`config.mk`:
```
export PLATFORM = sky130hd
export DESIGN_NAME = mips_pc_flat
export DESIGN_NICKNAME = d
export VERILOG_FILES = /design/src/rtl/mips_pc_pkg.sv /design/src/rtl/mips_pc_if.sv /design/src/rtl/pc_next.sv /design/src/rtl/mips_pc.sv /design/src/flat_wrapper.sv
export SDC_FILE = /design/constraint.sdc
export NUM_CORES = 1
export LEC_CHECK = 0
export BUFFER_PORTS_ARGS = -buffer_cell sky130_fd_sc_hd__buf_2
export CAP_MARGIN = 0
export CORE_ASPECT_RATIO = 0.6
export CORE_MARGIN = 2
export CORE_UTILIZATION = 58
export CTS_CLUSTER_SIZE = 8
export DETAILED_ROUTE_END_ITERATION = 6
export GPL_TIMING_DRIVEN = 0
export PLACE_DENSITY = 0.82
export SYNTH_ARGS = -nofsm -noshare
export SYNTH_HDL_FRONTEND = slang
export SYNTH_SLANG_ARGS = --single-unit
```
`constraint.sdc`:
```
create_clock -name clk -period 5 [get_ports clk]
set_clock_uncertainty 0.15 [all_clocks]
set_input_delay 0.75 -clock clk [delete_from_list [all_inputs] [get_ports clk]]
set_output_delay 0.75 -clock clk [all_outputs]
set_load 0.01 [all_outputs]
```
`src/rtl/mips_pc_pkg.sv`:
```
// Shared constants and helpers for the MIPS program counter.
// Imported by the PC interface, selector and register.
package mips_pc_pkg;

  localparam int PC_W    = 32;
  localparam int INSTR_W = 26;

  localparam logic [PC_W-1:0] PC_RESET = 32'h0;
  localparam logic [PC_W-1:0] PC_INCR  = 32'd4;

  // Word offset from a 16-bit branch immediate
  function automatic logic [PC_W-1:0] br_off(
    input logic [15:0] imm
  );
    return {{14{imm[15]}}, imm, 2'b00};
  endfunction

endpackage

```
`src/rtl/mips_pc_if.sv`:
```
// Control/fetch bundle into and out of the PC.
// master = control side, slave = PC register.
interface mips_pc_if
  import mips_pc_pkg::*;
();

  logic               jump;
  logic               pcsrc;
  logic [INSTR_W-1:0] instr;
  logic [PC_W-1:0]    pc;

  modport master (
    output jump,
    output pcsrc,
    output instr,
    input  pc
  );

  modport slave (
    input  jump,
    input  pcsrc,
    input  instr,
    output pc
  );

endinterface

```
`src/rtl/pc_next.sv`:
```
// Combinational next-PC selector.
// Jump has priority over a taken branch.
module pc_next
  import mips_pc_pkg::*;
(
  input  logic [PC_W-1:0]    pc,
  input  logic               jump,
  input  logic               pcsrc,
  input  logic [INSTR_W-1:0] instr,
  output logic [PC_W-1:0]    next_pc
);

  logic [PC_W-1:0] pc_plus4;
  logic [PC_W-1:0] br_tgt;
  logic [PC_W-1:0] j_tgt;

  assign pc_plus4 = pc + PC_INCR;
  assign br_tgt   = pc_plus4 + br_off(instr[15:0]);
  assign j_tgt    = {pc_plus4[31:28], instr, 2'b00};

  always_comb begin
    next_pc = pc_plus4;
    priority case (1'b1)
      jump:    next_pc = j_tgt;
      pcsrc:   next_pc = br_tgt;
      default: next_pc = pc_plus4;
    endcase
  end

endmodule

```
`src/rtl/mips_pc.sv`:
```
// Program-counter register for the single-cycle MIPS datapath.
// Loads the selected next PC on every rising edge.
module mips_pc
  import mips_pc_pkg::*;
(
  input logic     clk,
  input logic     reset,
  mips_pc_if.slave bus
);

  logic [PC_W-1:0] next_pc;
  logic [PC_W-1:0] pc_q;

  pc_next u_next (
    .pc      (pc_q),
    .jump    (bus.jump),
    .pcsrc   (bus.pcsrc),
    .instr   (bus.instr),
    .next_pc (next_pc)
  );

  always_ff @(posedge clk) begin
    if (reset)
      pc_q <= PC_RESET;
    else
      pc_q <= next_pc;
  end

  assign bus.pc = pc_q;

endmodule

```
`src/flat_wrapper.sv`:
```
// flat-port wrapper written by rule: the top's interface ports become plain ports
module mips_pc_flat import mips_pc_pkg::*;
  (clk, reset, bus_jump, bus_pcsrc, bus_instr, bus_pc);
  mips_pc_if bus_i ();
  input logic clk;
  input logic reset;
  input wire logic [$bits(bus_i.jump)-1:0] bus_jump;
  input wire logic [$bits(bus_i.pcsrc)-1:0] bus_pcsrc;
  input wire logic [$bits(bus_i.instr)-1:0] bus_instr;
  output wire logic [$bits(bus_i.pc)-1:0] bus_pc;
  assign bus_i.jump = bus_jump;
  assign bus_i.pcsrc = bus_pcsrc;
  assign bus_i.instr = bus_instr;
  assign bus_pc = bus_i.pc;
  mips_pc u_core (.clk(clk), .reset(reset), .bus(bus_i));
endmodule
```
After elaboration in Yosys (flattened, before gate mapping). Cells that the tools add are included.

Add/sub/neg operators: 2. Multipliers: 0. Div/mod/pow operators: 0. $lt $le $gt $ge: 0. Equal/unequal tests: 0. Shift-type cells: 0. Mux-type cells: 2. Bitwise operators: 0. Reductions and logical operators: 1.

Operator list (count): $mux 32 (2); $add 32x3->32 const B (1); $add 32x32->32 (1); $reduce_or 2->1 (1).

Bits in registers: 32. Bits in latches: 0. Bits in writable memories: 0. Bits in read-only memories: 0. Input port bits: 30. Output and inout bits: 32. Word-level logic and storage cells: 7. Memories kept: 0.

Logic depth before layout (Yosys ltp). Gate-level depths: netlist of run 1.

Depth after elaboration: 4. Mapped depth: 17. Depth with buffers taken out: 15.

Hierarchy. Synthesis of run 1 repeated with hierarchy kept, for this count alone.

Cell total of the unflattened synthesis: 511. Area total of the unflattened synthesis: 3822.4 um^2.

By module, submodules not included: pc_next (instances 1, cells each 444, area an instance 2959.1 um^2, seq. area each 0.0 um^2); mips_pc (instances 1, cells each 67, area an instance 863.3 um^2, seq. area each 640.6 um^2).

Least setup slack after synthesis of run 1. Ideal clock, no wire load.

Path type: reg2reg. Start point: reg u_core.pc_q[4], in the netlist u_core.bus.pc[4]. End point: reg u_core.pc_q[29], in the netlist u_core.bus.pc[29]. Setup time: 0.086 ns. Data arrival time: 3.335 ns. Required time: 4.764 ns. Slack: 1.430 ns. Cell stages (with the launch flop): 16. Path buffers: 1. Clock period less this slack: 3.570 ns. Cell sequence: dfxtp_1 and4_1 buf_2 nand2_1 or3_1 nor2_1 xnor2_1 ha_1 a21o_1 a21o_1 a21oi_1 o21ai_0 a221o_1 a211oi_1 xor2_1 a211oi_1.

Cells in the longest elaborated chain, start to end: 4.

Ends and longest elaborated chain: start: declaration (line mips_pc.sv:12) `logic [PC_W-1:0] pc_q;`; start signal: assignment (line mips_pc.sv:26) `pc_q <= next_pc;`; $add 32x3->32 * (line pc_next.sv:17) `assign pc_plus4 = pc + PC_INCR;`; $add 32x32->32 (line pc_next.sv:18) `assign br_tgt = pc_plus4 + br_off(instr[15:0]);`; $mux 32 (line pc_next.sv:23) `priority case (1'b1)`; $mux 32 * (line pc_next.sv:23).

Every way passes the cells marked *; elsewhere a longest branch is shown, timed or not. A chain may end at the register's enable or synchronous reset.

Worst setup path after layout of run 1.
Start point: reg u_core.pc_q[2], in the netlist u_core.bus.pc[2]. End point: reg u_core.pc_q[29], in the netlist u_core.bus.pc[29].

Same word-level chain as after synthesis.

==> results of run 1 <==
## power groups by stage
stage / combinational [mW] / clock (mW) / sequential (mW)
after floorplan: 0.310 / 0 / 0.301
after global placement: 0.423 / 0 / 0.294
after detailed placement: 0.434 / 0 / 0.295
after CTS: 0.440 / 0.247 / 0.290
after global routing: 0.491 / 0.258 / 0.293
final: 0.454 / 0.241 / 0.291
## routing by layer
layer	GRT usage, %	up-vias	wire length [um]
met4	5.068	0	118
li1	-	1812	-
met3	10.71	21	1620
met1	50.84	1788	5129
met5	5.556	-	0
met2	46.96	266	4372
## cells by family after synthesis
| logic type | after synthesis | share of synthesized area, % |
|---|---|---|
| AND/OR/NAND/NOR | 153 | 21.01 |
| AO/OA/AOI/OAI | 144 | 28.83 |
| XOR/XNOR | 47 | 12.29 |
| buffers and inverters | 39 | 4.504 |
| adder cells (fa/ha/maj) | 38 | 13.91 |
| flip-flops | 30 | 17.30 |
| multiplexers | 7 | 2.054 |
| other | 1 | 0.1080 |
## per-stage QoR
| step | power (mW) | area (um2) | worst slack (ps) | hold WS [ps] | utilization (%) |
|---|---|---|---|---|---|
| finish | 0.9851 | 3971 | 545.4 | 446.6 | 69.97 |
| CTS | 0.9764 | 3971 | 671.7 | 452.9 | 69.97 |
| floorplan | 0.6109 | 3476 | 1430 | 480.7 | - |
| global placement | 0.7169 | 3861 | 725.9 | 435.9 | 68.03 |
| detailed placement | 0.7291 | 3861 | 757.9 | 440.5 | 68.03 |
| global route | 1.042 | 3971 | 409.1 | 480.3 | 69.97 |
## cell type report
type                       count  share of cell area (%)
sequential                    30                   15.12
clock buffer                   8                   2.773
timing repair buffer          57                   7.183
tap                           80                   2.520
inverter                      21                   1.985
multi-input combinational    391                   68.46
buffer                        18                   1.953
## Yosys cell counts, types with 4 or more instances
| library cell | number |
|---|---|
| a211oi_1 | 16 |
| a21o_1 | 13 |
| a21oi_1 | 42 |
| and3_1 | 6 |
| and4_1 | 4 |
| clkbuf_1 | 11 |
| dfxtp_1 | 30 |
| ha_1 | 37 |
| inv_1 | 19 |
| mux2i_1 | 6 |
| nand2_1 | 41 |
| nand3_1 | 16 |
| nand4_1 | 12 |
| nor2_1 | 48 |
| nor3_1 | 11 |
| o21a_1 | 5 |
| o21ai_0 | 11 |
| o21ai_1 | 8 |
| o21bai_1 | 8 |
| o22ai_1 | 4 |
| xnor2_1 | 36 |
| xor2_1 | 9 |
## worst register-to-register path: stages, from the launching register on
cell      delay, ps
dfxtp_1         590
ha_1            400
nand2_1         120
or3_1           540
xnor2_1         320
ha_1            370
a21o_1          190
a31oi_1         380
o21ai_1         170
a221o_1         390
a211oi_1        320
xor2_1          120
a211oi_1        280
## cell usage in the layout, fill, tap and decap left out, drive strengths merged, types with 3 or more instances in the layout
cell type,synthesis,routed
nand2,42,42
inv,20,20
a211oi,17,17
mux2i,6,6
buf,7,64
nor3,12,12
nand3,18,18
o211a,3,3
o211ai,3,3
xor2,11,11
and4,4,4
xnor2,36,36
a21o,13,13
a21oi,42,42
o21a,5,5
o21bai,8,8
nand4,12,12
nor2,49,49
clkbuf,11,19
o21ai,21,21
a221oi,3,3
ha,37,37
dfxtp,30,30
o22ai,4,4
and3,6,6
## worst paths after layout
check                           cells past startpoint  slack [ps]                    startpoint                            to
worst min-delay path                                3         450  u_core.bus.pc[31]$_SDFF_PP0_  u_core.bus.pc[31]$_SDFF_PP0_
worst min register to register                      3         450  u_core.bus.pc[31]$_SDFF_PP0_  u_core.bus.pc[31]$_SDFF_PP0_
worst max-delay path                               12         550   u_core.bus.pc[2]$_SDFF_PP0_  u_core.bus.pc[29]$_SDFF_PP0_
worst max register to register                     12         550   u_core.bus.pc[2]$_SDFF_PP0_  u_core.bus.pc[29]$_SDFF_PP0_
==> impl_metrics.json, run 1 <==
{
  "yosysUniqueCellTypes": 68,
  "drive_gt1_share_pct": 16.38,
  "p_seq_share_pct": 29.5,
  "gp_congestion": 0.9794,
  "die_w_um": 103.9,
  "finalCritPeriodShare_pct": 89.09,
  "path_max_fanout": 9,
  "clkLatencyLatePin_ps": 280,
  "setup_viol": 0,
  "ys.flop_type": "dfxtp_1",
  "row_count": 21,
  "path_buf_inv": 0,
  "slowest_delay_ps": 590,
  "grt_pass1_wl_um": 17710,
  "avgSynthCellArea_um2": 7.564,
  "final_nets": 592,
  "post_cts_buffers": 0,
  "area_delta_synth_final_pct": 14.38,
  "drt-pass1-iter-count": 6,
  "grt-ovfl-total": 0,
  "rsz0062_at_grt": "no",
  "stdcell_count": 605,
  "cp_top_family": "compound AO/OA/AOI/OAI gates",
  "synth_enable_flop_cells": 0,
  "grt_max_degree": 23,
  "hold_path_class": "register to register",
  "grt_pass1_vias": 3440,
  "portBuffers": 57,
  "fmax_ghz": 0.2245,
  "yosys-top-cells-area": "dfxtp_1 17%, ha_1 13%, xnor2_1 9.1%",
  "fin_crit_ps": 4455,
  "place_inst": 597,
  "dp_hpwl_um": 8518,
  "routed_wl_um": 11240,
  "synth_area_leader_cell": "dfxtp_1",
  "cts_sinks": 30,
  "slew_violations": 0,
  "ios": 62,
  "max_slew.worst_pin.slew_ps": 684.7,
  "vias": 3887,
  "antenna_found_initial": 0,
  "hold_buffers": 0,
  "yosys_register_bits": 30,
  "status": "completed",
  "cts_tree": "built",
  "worstPathArrival_ps": 4500,
  "cts.clk_slew.worst_paths_ps": 70,
  "die_height_um": 63.93,
  "synth_area_um2": 3472,
  "ant_nets": 0,
  "initial_core_util_pct": 61.18,
  "cts_root_buf": "clkbuf_8",
  "ys_seq_area_share_pct": 17.30,
  "htree_num_levels": 2,
  "clockPowerShare_pct": 24.5,
  "track_usage_pct": 33.86,
  "crit_chain": "ha_1, nand2_1, or3_1, xnor2_1, ha_1, a21o_1, a31oi_1, o21ai_1, a221o_1, a211oi_1, xor2_1, a211oi_1",
  "yosys.area.top_type_share_pct": 17.30,
  "cp_data_required_time_ps": 5040,
  "cts-buffers-inserted": 5,
  "p_sw_share_pct": 40.63,
  "crit_path_end_kind": "register",
  "critPathKind": "register to register",
  "ys_warn_count": 0,
  "multi_input_area_um2": 2719,
  "fillCellCount": 519,
  "cp_slowest_cell": "dfxtp_1",
  "clk_path_buf_depth": 2,
  "diodes": 0,
  "switching_power_uw": 400.3,
  "largest_register_ffs": 30,
  "p_int_uw": 584.9,
  "drt-initial-drc-count": 436,
  "ir_worst_vdd_uv": 128.6,
  "power_density_nw_per_um2": 248.1,
  "coreArea_um2": 5675,
  "syn_inst": 459,
  "viasPerCell": 6.425,
  "drc_errors": 0,
  "hold_viol": 0,
  "combPwrFrac_pct": 46.0,
  "cts_resized": 0,
  "relSlewSlack_pct": 54.35,
  "p_leak_nw": 1.827,
  "wl_per_cell_um": 18.58,
  "worst_setup_path_start_kind": "register",
  "cap_violations": 0,
  "ys_async_sr_fraction_pct": 0,
  "setup_tns_ps": 0,
  "regArea_um2": 600.6,
  "die_area_um2": 6641
}
(Power assumes the default switching activity.)
==> inputs of run 2 (changes only) <==
--- a/config.mk
+++ b/config.mk
@@ -14,6 +14,7 @@
 export DETAILED_ROUTE_END_ITERATION = 6
 export GPL_TIMING_DRIVEN = 0
 export PLACE_DENSITY = 0.82
+export RECOVER_POWER = 25
 export SYNTH_ARGS = -nofsm -noshare
 export SYNTH_HDL_FRONTEND = slang
 export SYNTH_SLANG_ARGS = --single-unit
==> impl_metrics.json, run 2 (synthesis gave the netlist of run 1 again) <==
{
  "post_cts_buffers": 0,
  "htree_num_levels": 2,
  "grt_pass1_wl_um": 17710,
  "ant_nets": 0,
  "met3_usage_pct": 10.71,
  "status": "completed",
  "critPathKind": "register to register",
  "fin_crit_ps": 4491,
  "antenna_found_initial": 0,
  "die_height_um": 63.93,
  "hold_viol": 0,
  "largest_register_ffs": 30,
  "cts_root_buf": "clkbuf_8",
  "ios": 62,
  "routed_wl_um": 11320,
  "cp_data_required_time_ps": 5050,
  "worst_slack_ps": 508.7,
  "relSlewSlack_pct": 55.72,
  "portBuffers": 57,
  "hold_buffers": 0,
  "area_delta_synth_final_pct": 13.84,
  "final_common_cell": "nor2_1",
  "cap_violations": 0,
  "fmax_ghz": 0.2227,
  "coreArea_um2": 5675,
  "grt-ovfl-total": 0,
  "cts_tree": "built",
  "use_met1_pct": 50.84,
  "cts_sinks": 30,
  "ir_worst_vdd_uv": 127.5,
  "grt_max_degree": 23,
  "r2r_start": "u_core.bus.pc[2]$_SDFF_PP0_",
  "cts-buffers-inserted": 5,
  "place_inst": 597,
  "drc_errors": 0,
  "slew_violations": 0,
  "hold_slack_ps": 450.2,
  "grt_pass1_vias": 3440,
  "setup_viol": 0,
  "finalCritPeriodShare_pct": 89.83,
  "rr_worst_depth": 12,
  "die_area_um2": 6641,
  "use_met2_pct": 46.96,
  "worst_r2r_endpoint": "u_core.bus.pc[29]$_SDFF_PP0_",
  "top_usage_layer": "met1",
  "path_max_fanout": 9,
  "max_slew.worst_pin.slew_ps": 664.2,
  "initial_core_util_pct": 61.18,
  "drive_gt1_share_pct": 13.52,
  "hold_path_class": "register to register",
  "p_leak_nw": 1.771,
  "wl_per_cell_um": 18.71,
  "drt-initial-drc-count": 402,
  "drt-pass1-iter-count": 7,
  "setup_tns_ps": 0,
  "cts.clk_slew.worst_paths_ps": 70,
  "hold_start": "u_core.bus.pc[31]$_SDFF_PP0_",
  "track_usage_pct": 33.86,
  "final_nets": 592,
  "final_cell_mix": "48 x nor2_1, 44 x buf_2, 42 x a21oi_1",
  "clkLatencyLatePin_ps": 290,
  "vias": 3895,
  "stdcell_count": 605,
  "whs_path_depth": 3,
  "viasPerCell": 6.438,
  "crit_path_end_kind": "register",
  "row_count": 21,
  "fin_util_pct": 69.64,
  "cts_resized": 0,
  "min_to": "u_core.bus.pc[31]$_SDFF_PP0_",
  "diodes": 0,
  "gp_congestion": 0.9794,
  "worst_setup_path_start_kind": "register",
  "reg2reg_slack_ps": 510,
  "rsz0062_at_grt": "no",
  "clk_path_buf_depth": 2,
  "power_density_nw_per_um2": 249.7,
  "dpl_worst_slack_ps": 757.9,
  "worstPathArrival_ps": 4540,
  "die_w_um": 103.9,
  "dp_hpwl_um": 8518
}
run 2: cell count changes in the layout (fill, tap and decap cells not counted), sizes merged:
cell and change:
buf -15, clkbuf +15
run 2: stage by stage:
stage	cell area (um2)	power [mW]
floorplan	3476	0.6109
global placement	3861	0.7169
detailed placement	3861	0.7291
CTS	3971	0.9764
global route	3953	1.040
finish	3953	0.9869
run 2: routing by layer:
metal	part of all wire, %	vias to the layer above
li1	-	1811
met1	46	1798
met2	38	263
met3	14	23
met4	1.1	0
met5	0	-
run 2: layout make-up:
cell class                 instances  area (um2)
buffer                            18       77.57
clock buffer                       8       110.1
fill                             531        1723
inverter                          21       78.83
multi-input combinational        391        2719
sequential                        30       600.6
tap                               80       100.1
timing repair buffer              57       266.5
run 2: power breakdown:
group | internal, mW | total (mW) | leakage, nW | switching [mW]
clock | 0.139 | 0.244 | 0.0575 | 0.105
sequential | 0.262 | 0.291 | 0.249 | 0.0295
combinational | 0.181 | 0.452 | 1.46 | 0.270
run 2: critical path, stage by stage (launching register included):
cell and delay [ps]:
dfxtp_1 590, ha_1 410, nand2_1 120, or3_1 540, xnor2_1 320, ha_1 380, a21o_1 200, a31oi_1 370
o21ai_1 170, a221o_1 390, a211oi_1 320, xor2_1 130, a211oi_1 280
run 2: how the worst max path moves through the flow:
| stage | startpoint | slack (ps) | endpoint |
|---|---|---|---|
| global placement | u_core.bus.pc[2]$_SDFF_PP0_ | 730 | u_core.bus.pc[29]$_SDFF_PP0_ |
| detailed placement | u_core.bus.pc[2]$_SDFF_PP0_ | 760 | u_core.bus.pc[29]$_SDFF_PP0_ |
| global route | u_core.bus.pc[2]$_SDFF_PP0_ | 410 | u_core.bus.pc[29]$_SDFF_PP0_ |
| finish | u_core.bus.pc[2]$_SDFF_PP0_ | 510 | u_core.bus.pc[29]$_SDFF_PP0_ |
| floorplan | u_core.bus.pc[4]$_SDFF_PP0_ | 1430 | u_core.bus.pc[29]$_SDFF_PP0_ |
| CTS | u_core.bus.pc[2]$_SDFF_PP0_ | 670 | u_core.bus.pc[29]$_SDFF_PP0_ |
